### config.mk
export PLATFORM = sky130hd
export DESIGN_NAME = mem_access_unit_flat
export DESIGN_NICKNAME = d
export VERILOG_FILES = /design/src/rtl/mem_access_unit_if.sv /design/src/rtl/mem_access_unit.sv /design/src/flat_wrapper.sv
export SDC_FILE = /design/constraint.sdc
export NUM_CORES = 1
export LEC_CHECK = 0
export ABC_CLOCK_PERIOD_IN_PS = 26900
export CORE_UTILIZATION = 40
export DETAILED_ROUTE_END_ITERATION = 8
export PLACE_DENSITY = 0.65
export SETUP_SLACK_MARGIN = 0.02
export SLEW_MARGIN = 20
export SYNTH_ARGS = -nofsm -noshare
export SYNTH_HDL_FRONTEND = slang
export SYNTH_SLANG_ARGS = --single-unit
### constraint.sdc
create_clock -name clk -period 26.9 [get_ports clk]
set_input_delay 5.38 -clock clk [delete_from_list [all_inputs] [get_ports clk]]
set_output_delay 5.38 -clock clk [all_outputs]
set_load 0.03 [all_outputs]
### src/rtl/mem_access_unit_if.sv
// Request/response and data-memory signal bundle for mem_access_unit.
// Latency: none; wires only.
// Backpressure: req_valid/req_ready and resp_valid/resp_ready handshakes.
interface mem_access_unit_if #(
  parameter int ADDR_W = 64
);
  logic              req_valid;
  logic              req_ready;
  logic              req_write;
  logic [1:0]        req_size;
  logic              req_signed;
  logic [ADDR_W-1:0] req_addr;
  logic [63:0]       req_wdata;
  logic              resp_valid;
  logic              resp_ready;
  logic [63:0]       resp_rdata;
  logic              resp_err;
  logic              mem_write_enabled;
  logic [ADDR_W-1:0] mem_addr;
  logic [63:0]       mem_w_data;
  logic [63:0]       mem_r_data;
  logic              mem_err;

  // Pipeline + memory side.
  modport master (
    output req_valid, req_write, req_size, req_signed, req_addr, req_wdata,
    output resp_ready, mem_r_data, mem_err,
    input  req_ready, resp_valid, resp_rdata, resp_err,
    input  mem_write_enabled, mem_addr, mem_w_data
  );

  // Access unit side.
  modport slave (
    input  req_valid, req_write, req_size, req_signed, req_addr, req_wdata,
    input  resp_ready, mem_r_data, mem_err,
    output req_ready, resp_valid, resp_rdata, resp_err,
    output mem_write_enabled, mem_addr, mem_w_data
  );
endinterface

### src/rtl/mem_access_unit.sv
// Load/store controller between MEM stage and a 64-bit data memory; sub-dword stores use read-modify-write.
// Latency: load/dword store 2 cycles, sub-dword store 3, trapped misaligned 1 (accept edge = 0).
// Backpressure: one request at a time; response held until resp_ready. Option macro: MEM_ACCESS_MISALIGN_TRAP_EN.
module mem_access_unit #(
  parameter int ADDR_W     = 64,
  parameter bit BIG_ENDIAN = 1'b0
) (
  input  logic          clk,
  input  logic          reset,
  mem_access_unit_if.slave bus
);

  typedef enum logic [1:0] {IDLE, RD, WR, RESP} state_t;

  state_t            state_q, state_d;
  logic              write_q, write_d;
  logic [1:0]        size_q, size_d;
  logic              signed_q, signed_d;
  logic [ADDR_W-1:0] addr_q, addr_d;
  logic [63:0]       wdata_q, wdata_d;
  logic [63:0]       wbuf_q, wbuf_d;
  logic [63:0]       rdata_q, rdata_d;
  logic              err_q, err_d;

  // Low address bits that must be zero for a naturally aligned access.
  function automatic logic [2:0] low_mask(input logic [1:0] size);
    case (size)
      2'd0:    return 3'b000;
      2'd1:    return 3'b001;
      2'd2:    return 3'b011;
      default: return 3'b111;
    endcase
  endfunction

  // Right-aligned data mask for an access size.
  function automatic logic [63:0] size_mask(input logic [1:0] size);
    case (size)
      2'd0:    return 64'h0000_0000_0000_00FF;
      2'd1:    return 64'h0000_0000_0000_FFFF;
      2'd2:    return 64'h0000_0000_FFFF_FFFF;
      default: return 64'hFFFF_FFFF_FFFF_FFFF;
    endcase
  endfunction

  // Incoming request decode: offset truncated to natural alignment.
  logic [2:0] req_lmask;
  logic [2:0] req_off;
  logic       trap;
  assign req_lmask = low_mask(bus.req_size);
  assign req_off   = bus.req_addr[2:0] & ~req_lmask;

`ifdef MEM_ACCESS_MISALIGN_TRAP_EN
  assign trap = |(bus.req_addr[2:0] & req_lmask);
`else
  assign trap = 1'b0;
`endif

  // Lane position of the latched access inside the dword.
  logic [3:0]  nbytes;
  logic [3:0]  lane_w;
  logic [5:0]  shamt;
  logic [63:0] rd_shift;
  logic [63:0] rd_ext;
  logic [63:0] lane_mask;
  logic [63:0] merged;

  assign nbytes    = 4'd1 << size_q;
  assign lane_w    = BIG_ENDIAN ? (4'd8 - {1'b0, addr_q[2:0]} - nbytes) : {1'b0, addr_q[2:0]};
  assign shamt     = {lane_w[2:0], 3'b000};
  assign rd_shift  = bus.mem_r_data >> shamt;
  assign lane_mask = size_mask(size_q) << shamt;
  assign merged    = (bus.mem_r_data & ~lane_mask) | ((wdata_q & size_mask(size_q)) << shamt);

  // Sign/zero extension of the selected load lane.
  always_comb begin
    rd_ext = rd_shift;
    case (size_q)
      2'd0: rd_ext = signed_q ? {{56{rd_shift[7]}},  rd_shift[7:0]}  : {56'd0, rd_shift[7:0]};
      2'd1: rd_ext = signed_q ? {{48{rd_shift[15]}}, rd_shift[15:0]} : {48'd0, rd_shift[15:0]};
      2'd2: rd_ext = signed_q ? {{32{rd_shift[31]}}, rd_shift[31:0]} : {32'd0, rd_shift[31:0]};
      default: rd_ext = rd_shift;
    endcase
  end

  // Next-state and datapath update for the access sequencer.
  always_comb begin
    state_d  = state_q;
    write_d  = write_q;
    size_d   = size_q;
    signed_d = signed_q;
    addr_d   = addr_q;
    wdata_d  = wdata_q;
    wbuf_d   = wbuf_q;
    rdata_d  = rdata_q;
    err_d    = err_q;
    case (state_q)
      IDLE: begin
        if (bus.req_valid) begin
          write_d  = bus.req_write;
          size_d   = bus.req_size;
          signed_d = bus.req_signed;
          addr_d   = {bus.req_addr[ADDR_W-1:3], req_off};
          wdata_d  = bus.req_wdata;
          rdata_d  = 64'd0;
          err_d    = 1'b0;
          if (trap) begin
            state_d = RESP;
            err_d   = 1'b1;
          end else if (bus.req_write && bus.req_size == 2'd3) begin
            state_d = WR;
            wbuf_d  = bus.req_wdata;
          end else begin
            state_d = RD;
          end
        end
      end
      RD: begin
        if (bus.mem_err) begin
          state_d = RESP;
          err_d   = 1'b1;
          rdata_d = write_q ? 64'd0 : rd_ext;
        end else if (write_q) begin
          state_d = WR;
          wbuf_d  = merged;
        end else begin
          state_d = RESP;
          rdata_d = rd_ext;
        end
      end
      WR: begin
        state_d = RESP;
        err_d   = bus.mem_err;
        rdata_d = 64'd0;
      end
      RESP: begin
        if (bus.resp_ready) state_d = IDLE;
      end
      default: state_d = IDLE;
    endcase
  end

  // State and latched request registers; reset abandons any access in flight.
  always_ff @(posedge clk or posedge reset) begin
    if (reset) begin
      state_q  <= IDLE;
      write_q  <= 1'b0;
      size_q   <= 2'd0;
      signed_q <= 1'b0;
      addr_q   <= '0;
      wdata_q  <= 64'd0;
      wbuf_q   <= 64'd0;
      rdata_q  <= 64'd0;
      err_q    <= 1'b0;
    end else begin
      state_q  <= state_d;
      write_q  <= write_d;
      size_q   <= size_d;
      signed_q <= signed_d;
      addr_q   <= addr_d;
      wdata_q  <= wdata_d;
      wbuf_q   <= wbuf_d;
      rdata_q  <= rdata_d;
      err_q    <= err_d;
    end
  end

  // Write strobe decoded from state so it drops the moment reset asserts.
  assign bus.req_ready         = (state_q == IDLE);
  assign bus.resp_valid        = (state_q == RESP);
  assign bus.resp_rdata        = rdata_q;
  assign bus.resp_err          = err_q;
  assign bus.mem_write_enabled = (state_q == WR);
  assign bus.mem_addr          = {addr_q[ADDR_W-1:3], 3'b000};
  assign bus.mem_w_data        = wbuf_q;

endmodule

### src/flat_wrapper.sv
// flat-port wrapper written by rule: the top's interface ports become plain ports
module mem_access_unit_flat 
#(
  parameter int ADDR_W     = 64,
  parameter bit BIG_ENDIAN = 1'b0
)
  (clk, reset, bus_req_valid, bus_req_write, bus_req_size, bus_req_signed, bus_req_addr, bus_req_wdata, bus_resp_ready, bus_mem_r_data, bus_mem_err, bus_req_ready, bus_resp_valid, bus_resp_rdata, bus_resp_err, bus_mem_write_enabled, bus_mem_addr, bus_mem_w_data);
  mem_access_unit_if #(.ADDR_W(ADDR_W)) bus_i ();
  input  logic clk;
  input  logic reset;
  input wire logic [$bits(bus_i.req_valid)-1:0] bus_req_valid;
  input wire logic [$bits(bus_i.req_write)-1:0] bus_req_write;
  input wire logic [$bits(bus_i.req_size)-1:0] bus_req_size;
  input wire logic [$bits(bus_i.req_signed)-1:0] bus_req_signed;
  input wire logic [$bits(bus_i.req_addr)-1:0] bus_req_addr;
  input wire logic [$bits(bus_i.req_wdata)-1:0] bus_req_wdata;
  input wire logic [$bits(bus_i.resp_ready)-1:0] bus_resp_ready;
  input wire logic [$bits(bus_i.mem_r_data)-1:0] bus_mem_r_data;
  input wire logic [$bits(bus_i.mem_err)-1:0] bus_mem_err;
  output wire logic [$bits(bus_i.req_ready)-1:0] bus_req_ready;
  output wire logic [$bits(bus_i.resp_valid)-1:0] bus_resp_valid;
  output wire logic [$bits(bus_i.resp_rdata)-1:0] bus_resp_rdata;
  output wire logic [$bits(bus_i.resp_err)-1:0] bus_resp_err;
  output wire logic [$bits(bus_i.mem_write_enabled)-1:0] bus_mem_write_enabled;
  output wire logic [$bits(bus_i.mem_addr)-1:0] bus_mem_addr;
  output wire logic [$bits(bus_i.mem_w_data)-1:0] bus_mem_w_data;
  assign bus_i.req_valid = bus_req_valid;
  assign bus_i.req_write = bus_req_write;
  assign bus_i.req_size = bus_req_size;
  assign bus_i.req_signed = bus_req_signed;
  assign bus_i.req_addr = bus_req_addr;
  assign bus_i.req_wdata = bus_req_wdata;
  assign bus_i.resp_ready = bus_resp_ready;
  assign bus_i.mem_r_data = bus_mem_r_data;
  assign bus_i.mem_err = bus_mem_err;
  assign bus_req_ready = bus_i.req_ready;
  assign bus_resp_valid = bus_i.resp_valid;
  assign bus_resp_rdata = bus_i.resp_rdata;
  assign bus_resp_err = bus_i.resp_err;
  assign bus_mem_write_enabled = bus_i.mem_write_enabled;
  assign bus_mem_addr = bus_i.mem_addr;
  assign bus_mem_w_data = bus_i.mem_w_data;
  mem_access_unit #(.ADDR_W(ADDR_W), .BIG_ENDIAN(BIG_ENDIAN)) u_core (.clk(clk), .reset(reset), .bus(bus_i));
endmodule
==> results.md, run 1 <==
- The width of the chip is 195 µm.
- Timing would allow up to 132 MHz.
- In this run, CTS created clock tree buffers numbering 31.
- The post-route fraction of the period consumed by the critical path is 28.2%.
- The root buffer selected by CTS is sky130_fd_sc_hd__clkbuf_16.
- The longest clock path from root to sink contains 3 buffers.
- The type of the worst setup path is reg2out.
- The reg-to-reg setup timing slack is 23170 ps.
- The first-pass GRT wire length is 85.1 mm.
- The most used flip-flop cell after synthesis is sky130_fd_sc_hd__dfrtp_1.
- The worst setup path is launched from a flop.
- The flop and latch count out of synthesis is 263.
- The sum of negative setup slack is 0 ps.
- The areal power density over the cells is 145 mW/mm².
- The post-layout utilization of the core is 53.4%.
- The smallest clock period supported by the final layout is computed as 7580 ps.
- The per-instance average area after synthesis is 10.1 µm².
- After the last flow step, the layout net total stands at 1946.
- The category of the worst setup path capture point is an output pin.
- The max-slew violation count is 0.
- Port buffering added 393 buffers.
- The relative slew slack is 20.4%.
- In this run the core area contains 70 standard-cell rows.
- The floorplan step defined a die boundary enclosing 0.0381 mm².
- The detailed router's first-iteration violation count is 1465.
- The unique cell type count in the Yosys netlist is 65.
- In the final layout, the share of cells above drive strength 1 is 15.4%.
- The clock skew after layout is 13.6 ps.
- The flow ran to the end, and the final reports show no timing, DRC or antenna violations.
- Across the run, the number of max-cap violations was 0.
- The worst endpoint data arrival time is 2200 ps.
- After clock tree synthesis, the repair step resized 0 gates.
- The clock insertion delay at the later pin of the skew report is 580 ps.
- The kind of path behind the tightest hold check is reg2reg.
- Once layout is complete, the cells apart from fillers number 2233.
- The number of global-route vias before repair is 13152.
- In the final routed layout, each cell accounts on average for 25.7 µm.
- The synthesized netlist occupies a cell area of 0.0149 mm².
- The data required time of the worst path is 21520 ps.
- The number of instances in the synthesized netlist is 1484.
- The cts-stage hold buffer count is 0.
- The library cell used most frequently in the layout, excluding fill and tap cells, is sky130_fd_sc_hd__clkdlybuf4s50_1.
- The initial core utilization is 40.7%.
- The number of clock sinks is 263.
- During synthesis, Yosys emitted a total of 0 warnings.
- The residual DRC count is 0.
- After global routing the overflow that remains totals 0.
- The total placed cells including tap cells is 2174.
- The total inserted antenna cells is 0.
- The area growth from synthesis to layout is 31.3%.
- Setup repair after global routing left no endpoint under its margin.
- Detailed placement ended at an HPWL of 42.0 mm.
- Across the VDD grid, the largest voltage drop is 0.0978 mV.
- The biggest fanout along the worst timing path is 8.
- The die is 195 µm tall.
- The final antenna-violating net count is 0.
- The reported leakage power is 0.00796 µW.
- The total vias in the final route is 13393.
- Hold timing on the final database bottoms out at a slack of 479 ps.
- The number of hold violations in the final report is 0.
- The number of top-level pins is 397.
- The clock-pin slew of the registers on the worst-case setup and hold paths is 60 ps.
- In this run the number of H-tree levels came out at 1.
- The number of synthesized flops with an enable pin is 0.
- The portion of the post-synthesis area used by sequential elements is 44.1%.
- In this run the post-CTS setup repair buffer count came out at 0.
- In this run the cell area measured after placement is 0.0186 mm².
- In the layout the commonest cells are sky130_fd_sc_hd__clkdlybuf4s50_1 (393), sky130_fd_sc_hd__dfrtp_1 (260), sky130_fd_sc_hd__mux2_2 (165).
- The post-detailed-route via-to-cell ratio is 6.00.
- The overall routing resource usage is 29.5%.
- The share of flip-flops with an asynchronous set or reset after synthesis is 100%.
- The number of antenna violations at the first check in global routing is 0.
- TritonCTS built the clock tree.
- The first detailed-routing pass ran for 5 iterations.
- After detailed routing, the total wire length is 57.3 mm.
- The slew of the pin with the lowest slew margin is 1180 ps.
- The core footprint is 0.0367 mm².
- The maximum number of pins on one net before global-route repair is 112.
- Setup violations remaining at the end of the flow were counted as 0.
- Routability-driven placement finished with a final weighted congestion of 0.970.
- After routing the design area is 0.0196 mm².
==> per-stage QoR <==
step | setup WS [ps] | total power, µW
floorplan | 14280 | 1860
global placement | 18910 | 2380
detailed placement | 18870 | 2410
CTS | 19310 | 2820
global route | 19250 | 2970
finish | 19320 | 2840
==> Yosys cell counts, types with 9 or more instances <==
master / instances / area share, %
sky130_fd_sc_hd__buf_1: 11 / 0.28
sky130_fd_sc_hd__mux2_2: 165 / 12
sky130_fd_sc_hd__nor3_1: 22 / 0.74
sky130_fd_sc_hd__o21ai_1: 36 / 1.2
sky130_fd_sc_hd__o21ai_0: 117 / 3.9
sky130_fd_sc_hd__mux2i_1: 64 / 4.3
sky130_fd_sc_hd__buf_2: 18 / 0.60
sky130_fd_sc_hd__a221oi_1: 35 / 2.1
sky130_fd_sc_hd__nor2_1: 115 / 2.9
sky130_fd_sc_hd__nand2_1: 149 / 3.7
sky130_fd_sc_hd__and2_1: 12 / 0.50
sky130_fd_sc_hd__a221o_1: 31 / 2.1
sky130_fd_sc_hd__a211oi_1: 11 / 0.55
sky130_fd_sc_hd__o22ai_1: 10 / 0.42
sky130_fd_sc_hd__o21a_1: 14 / 0.70
sky130_fd_sc_hd__nor2b_1: 9 / 0.38
sky130_fd_sc_hd__clkbuf_1: 73 / 1.8
sky130_fd_sc_hd__dfrtp_1: 263 / 44
sky130_fd_sc_hd__mux4_2: 16 / 2.4
sky130_fd_sc_hd__a21oi_1: 100 / 3.4
sky130_fd_sc_hd__a22o_1: 18 / 1.1
sky130_fd_sc_hd__buf_4: 81 / 4.1
==> flip-flops by register name (all words and copies together) (netlist names) <==
name,count
u_core.bus.resp_err,1
u_core.signed_q,1
u_core.wdata_q,64
u_core.bus.mem_w_data,64
u_core.write_q,1
u_core.state_q,2
u_core.bus.resp_rdata,64
u_core.size_q,2
u_core.addr_q,64
==> path summary, 6_finish.rpt <==
kind                            cells past startpoint                        end                      start
min in group asynchronous                           2          u_core.addr_q[25]                      reset
max in group asynchronous                           3  u_core.bus.resp_rdata[26]                      reset
worst min-delay path                                1  u_core.bus.mem_w_data[43]  u_core.bus.mem_w_data[43]
worst min register to register                      1  u_core.bus.mem_w_data[43]  u_core.bus.mem_w_data[43]
worst max register to register                      9  u_core.bus.mem_w_data[54]          u_core.state_q[1]
worst max-delay path                                3              bus_req_ready          u_core.state_q[0]
==> power by group <==
group | internal [µW] | switching [µW]
Combinational | 657 | 1000
Clock | 235 | 173
Sequential | 594 | 181
==> layer usage <==
| layer | share of wire, % | wire length [µm] | up-vias | track usage, % |
|---|---|---|---|---|
| met3 | 12 | 6720 | 153 | 8.39 |
| met5 | 0 | 0 | - | 0 |
| met1 | 38 | 22000 | 6529 | 38.2 |
| met2 | 45 | 25800 | 868 | 46.5 |
| li1 | - | - | 5843 | - |
| met4 | 4.9 | 2800 | 0 | 11.9 |
==> critical path, stage by stage, from the launching register on <==
cell and delay, ps:
sky130_fd_sc_hd__dfrtp_1 420, sky130_fd_sc_hd__inv_1 120, sky130_fd_sc_hd__ha_1 350, sky130_fd_sc_hd__clkdlybuf4s50_1 740
==> logic make-up (layout without fill, tap and decap cells) <==
kind of cell	count (synthesis)	in the layout	synth area share, %
compound gates	434	434	19.1
fa+ha+maj	4	4	0.335
buf+inv	196	475	7.32
flops	263	263	44.1
mux	245	245	19.2
other cells	1	3	0.0251
simple gates	341	341	9.97
==> layout make-up <==
cell class              count  area, µm²
clock inverters            11       63.8
multi-input cells        1027       7300
well taps                 468        586
flip-flops and latches    263       6590
repair buffers            409       4100
fillers                  3252      17100
inverters                   9       41.3
clock buffers              46        922
(Power assumes the default switching activity.)
==> inputs of run 2 (changes only) <==
Settings changed: ABC_CLOCK_PERIOD_IN_PS 26900 to 7300.
Clock period 26.9 ns to 7.3 ns, I/O delays scaled along.
==> run 2 against run 1 <==
Register-to-register slack lost 20000 ps. Global-route usage rose by 0.22 points. Largest cell class unchanged. Critical path depth unchanged. Sequential share of layout area fell by 0.14 points. Core utilization increased by 0.24 points.
==> results.md, run 2 (synthesized netlist as in run 1, its figures left out) <==
- The total CTS buffers is 30.
- The startpoint of the most critical register-to-register path is u_core.addr_q[1].
- The kind of path behind the tightest hold check is reg2reg.
- After routing, the total negative slack on setup checks comes to 0 ps.
- The reg-to-reg setup timing slack is 3600 ps.
- The max-slew violation count is 0.
- Setup violations remaining at the end of the flow were counted as 0.
- In the final design database the tool counted 1947 nets.
- The worst register-to-register path has a depth of 7.
- The flow ran to the end, and the final reports show no timing, DRC or antenna violations.
- The post-placement cell area is 0.0186 mm².
- The number of antenna violations at the first check in global routing is 5.
- The number of buffers added for setup after CTS is 0.
- Counting instances, the worst hold path has a depth of 1.
- Along the worst path, the maximum fanout reaches 8.
- After clock tree synthesis, the clock-pin slew on the worst setup and hold paths is 60 ps.
- The initial core utilization is 40.7%.
- After detailed routing, the number of vias per cell comes to 5.92.
- The number of hold violations in the final report is 0.
- The worst path uses 51.1% of the clock period.
- For the pin with the worst max-slew slack, the measured transition is 1100 ps.
- The start point of the worst hold path is u_core.bus.mem_w_data[63].
- CTS saw 263 sinks.
- The estimated wirelength of the detail-placed design is 42.1 mm.
- The overall die height is 195 µm.
- Max-cap violations in this run came to 0.
- The critical path in this run is classified as reg2out.
- The shortest period the worst path allows is 3730 ps.
- The overall routing resource usage is 29.7%.
- The area growth from synthesis to layout is 31.9%.
- Routability-driven placement finished with a final weighted congestion of 0.954.
- The number of global-route vias before repair is 13182.
- The aggregate routed wire length is 57.4 mm.
- The total vias in the final route is 13248.
- Measured along the x axis, the die boundary spans 195 µm.
- The die area is 0.0381 mm².
- Excluding fillers, the count of instances in the completed layout stands at 2238.
- The top cell types in the final layout, fill and taps aside, are sky130_fd_sc_hd__clkdlybuf4s50_1 (393), sky130_fd_sc_hd__dfrtp_1 (260), sky130_fd_sc_hd__mux2_2 (165).
- The residual DRC count is 0.
- TritonCTS built the clock tree.
- Timing would allow up to 268 MHz.
- The overall overflow remaining after global route is 0.
- The floorplan has 70 rows.
- The finished cells cover 0.0197 mm².
- The clock insertion delay at the later pin of the skew report is 570 ps.
- Net switching is 47.2% of the power.
- The pre-antenna-repair detailed-routing pass consisted of 6 iterations.
- Measured against its own limit, the worst slew margin works out to 26.8%.
- In this run the tool buffered the top-level ports with 393 buffer cells.
- The maximum number of pins on one net before global-route repair is 108.
- The worst setup path is launched from a flop.
- The number of levels the H-tree was split into is 1.
- The first global-routing pass estimated 85.6 mm of wire.
- The critical register-to-register path endpoint is u_core.bus.resp_rdata[45].
- For this design the total switching power over the nets is 5010 µW.
- The number of top-level pins is 397.
- Across the routed clock network, the largest skew measured is 13.7 ps.
- The reported leakage power is 0.00798 µW.
- The core footprint is 0.0367 mm².
- The internal power contribution is 5590 µW.
- STA puts the critical path data required time at 5840 ps.
- The root buffer cell chosen for the clock tree is sky130_fd_sc_hd__clkbuf_16.
- For the worst setup path, the data arrival time is 2270 ps.
- The post-placement setup slack is 3140 ps.
- The total placed cells including tap cells is 2177.
- On the final layout, the worst hold slack is 476 ps.
- The part of the total power dissipated in sequential elements is 26.8%.
- The detailed router's first-iteration violation count is 1570.
- The peak supply drop is 0.298 mV.
- In the final layout, the share of cells above drive strength 1 is 15.6%.
- The cts-stage hold buffer count is 0.
- Power spread over the standard cell area amounts to 538 mW/mm².
- The combinational group share of total power is 57.9%.
- The hold path endpoint is u_core.bus.mem_w_data[63].
- The count of cells resized by post-cts repair is 0.
- The final antenna-violating net count is 0.
- The most common cell after layout, fill and taps aside is sky130_fd_sc_hd__clkdlybuf4s50_1.
- The category of the worst setup path capture point is an output pin.
- Setup repair after global routing left no endpoint under its margin.
- No sink is reached through more buffers than the 3 on the longest clock path.
- Of the total power, the clock network draws 15.3%.
- The final worst setup slack is 3570 ps.
- After detailed routing, the average wire length per cell comes to 25.7 µm.
## run 2: area by class of cell
class                           instances  area [µm²]
Fill cell                            3294       17000
Multi-Input combinational cell       1027        7310
Sequential cell                       263        6590
Timing Repair Buffer                  411        4090
Clock buffer                           40         868
Tap cell                              468         586
Clock inverter                         15         195
Inverter                                9        37.5
Antenna cell                            5        12.5
## run 2: how the worst max path moves through the flow
stage,from,endpoint,slack (ps),cells after the start
after global placement,bus_req_valid,u_core.addr_q[4],3180,4
after CTS,u_core.state_q[0],bus_req_ready,3620,3
after global routing,u_core.state_q[0],bus_req_ready,3470,3
after detailed placement,bus_req_valid,u_core.bus.mem_w_data[50],3140,7
after floorplan,reset,u_core.addr_q[0],2370,1
final,u_core.state_q[0],bus_req_ready,3570,3
## run 2: power groups by stage
stage | Sequential, µW | Combinational, µW | Clock, µW
4_1_cts | 2820 | 6060 | 1650
5_1_grt | 2910 | 6500 | 1700
6_report | 2840 | 6140 | 1620
2_1_floorplan | 3210 | 3630 | 0
3_5_place_dp | 2830 | 6040 | 0
3_3_place_gp | 2820 | 5990 | 0
## run 2: layer usage
layer,wire length (µm),GRT usage [%],vias up
met4,2700,12.0,0
met5,0,0,-
met1,23100,39.8,6406
met3,5940,6.82,137
met2,25700,46.5,848
li1,-,-,5857
## run 2: worst max-delay path, stage by stage (launching register included)
cell                              delay (ps)
sky130_fd_sc_hd__dfrtp_1                 400
sky130_fd_sc_hd__inv_1                   110
sky130_fd_sc_hd__ha_1                    430
sky130_fd_sc_hd__clkdlybuf4s50_1         760
## run 2: metrics by stage
| stage | power (µW) | util, % |
|---|---|---|
| after CTS | 10500 | 53.5 |
| final | 10600 | 53.7 |
| after floorplan | 6840 | - |
| after global placement | 8810 | 50.6 |
| after global routing | 11100 | 53.6 |
| after detailed placement | 8870 | 50.6 |
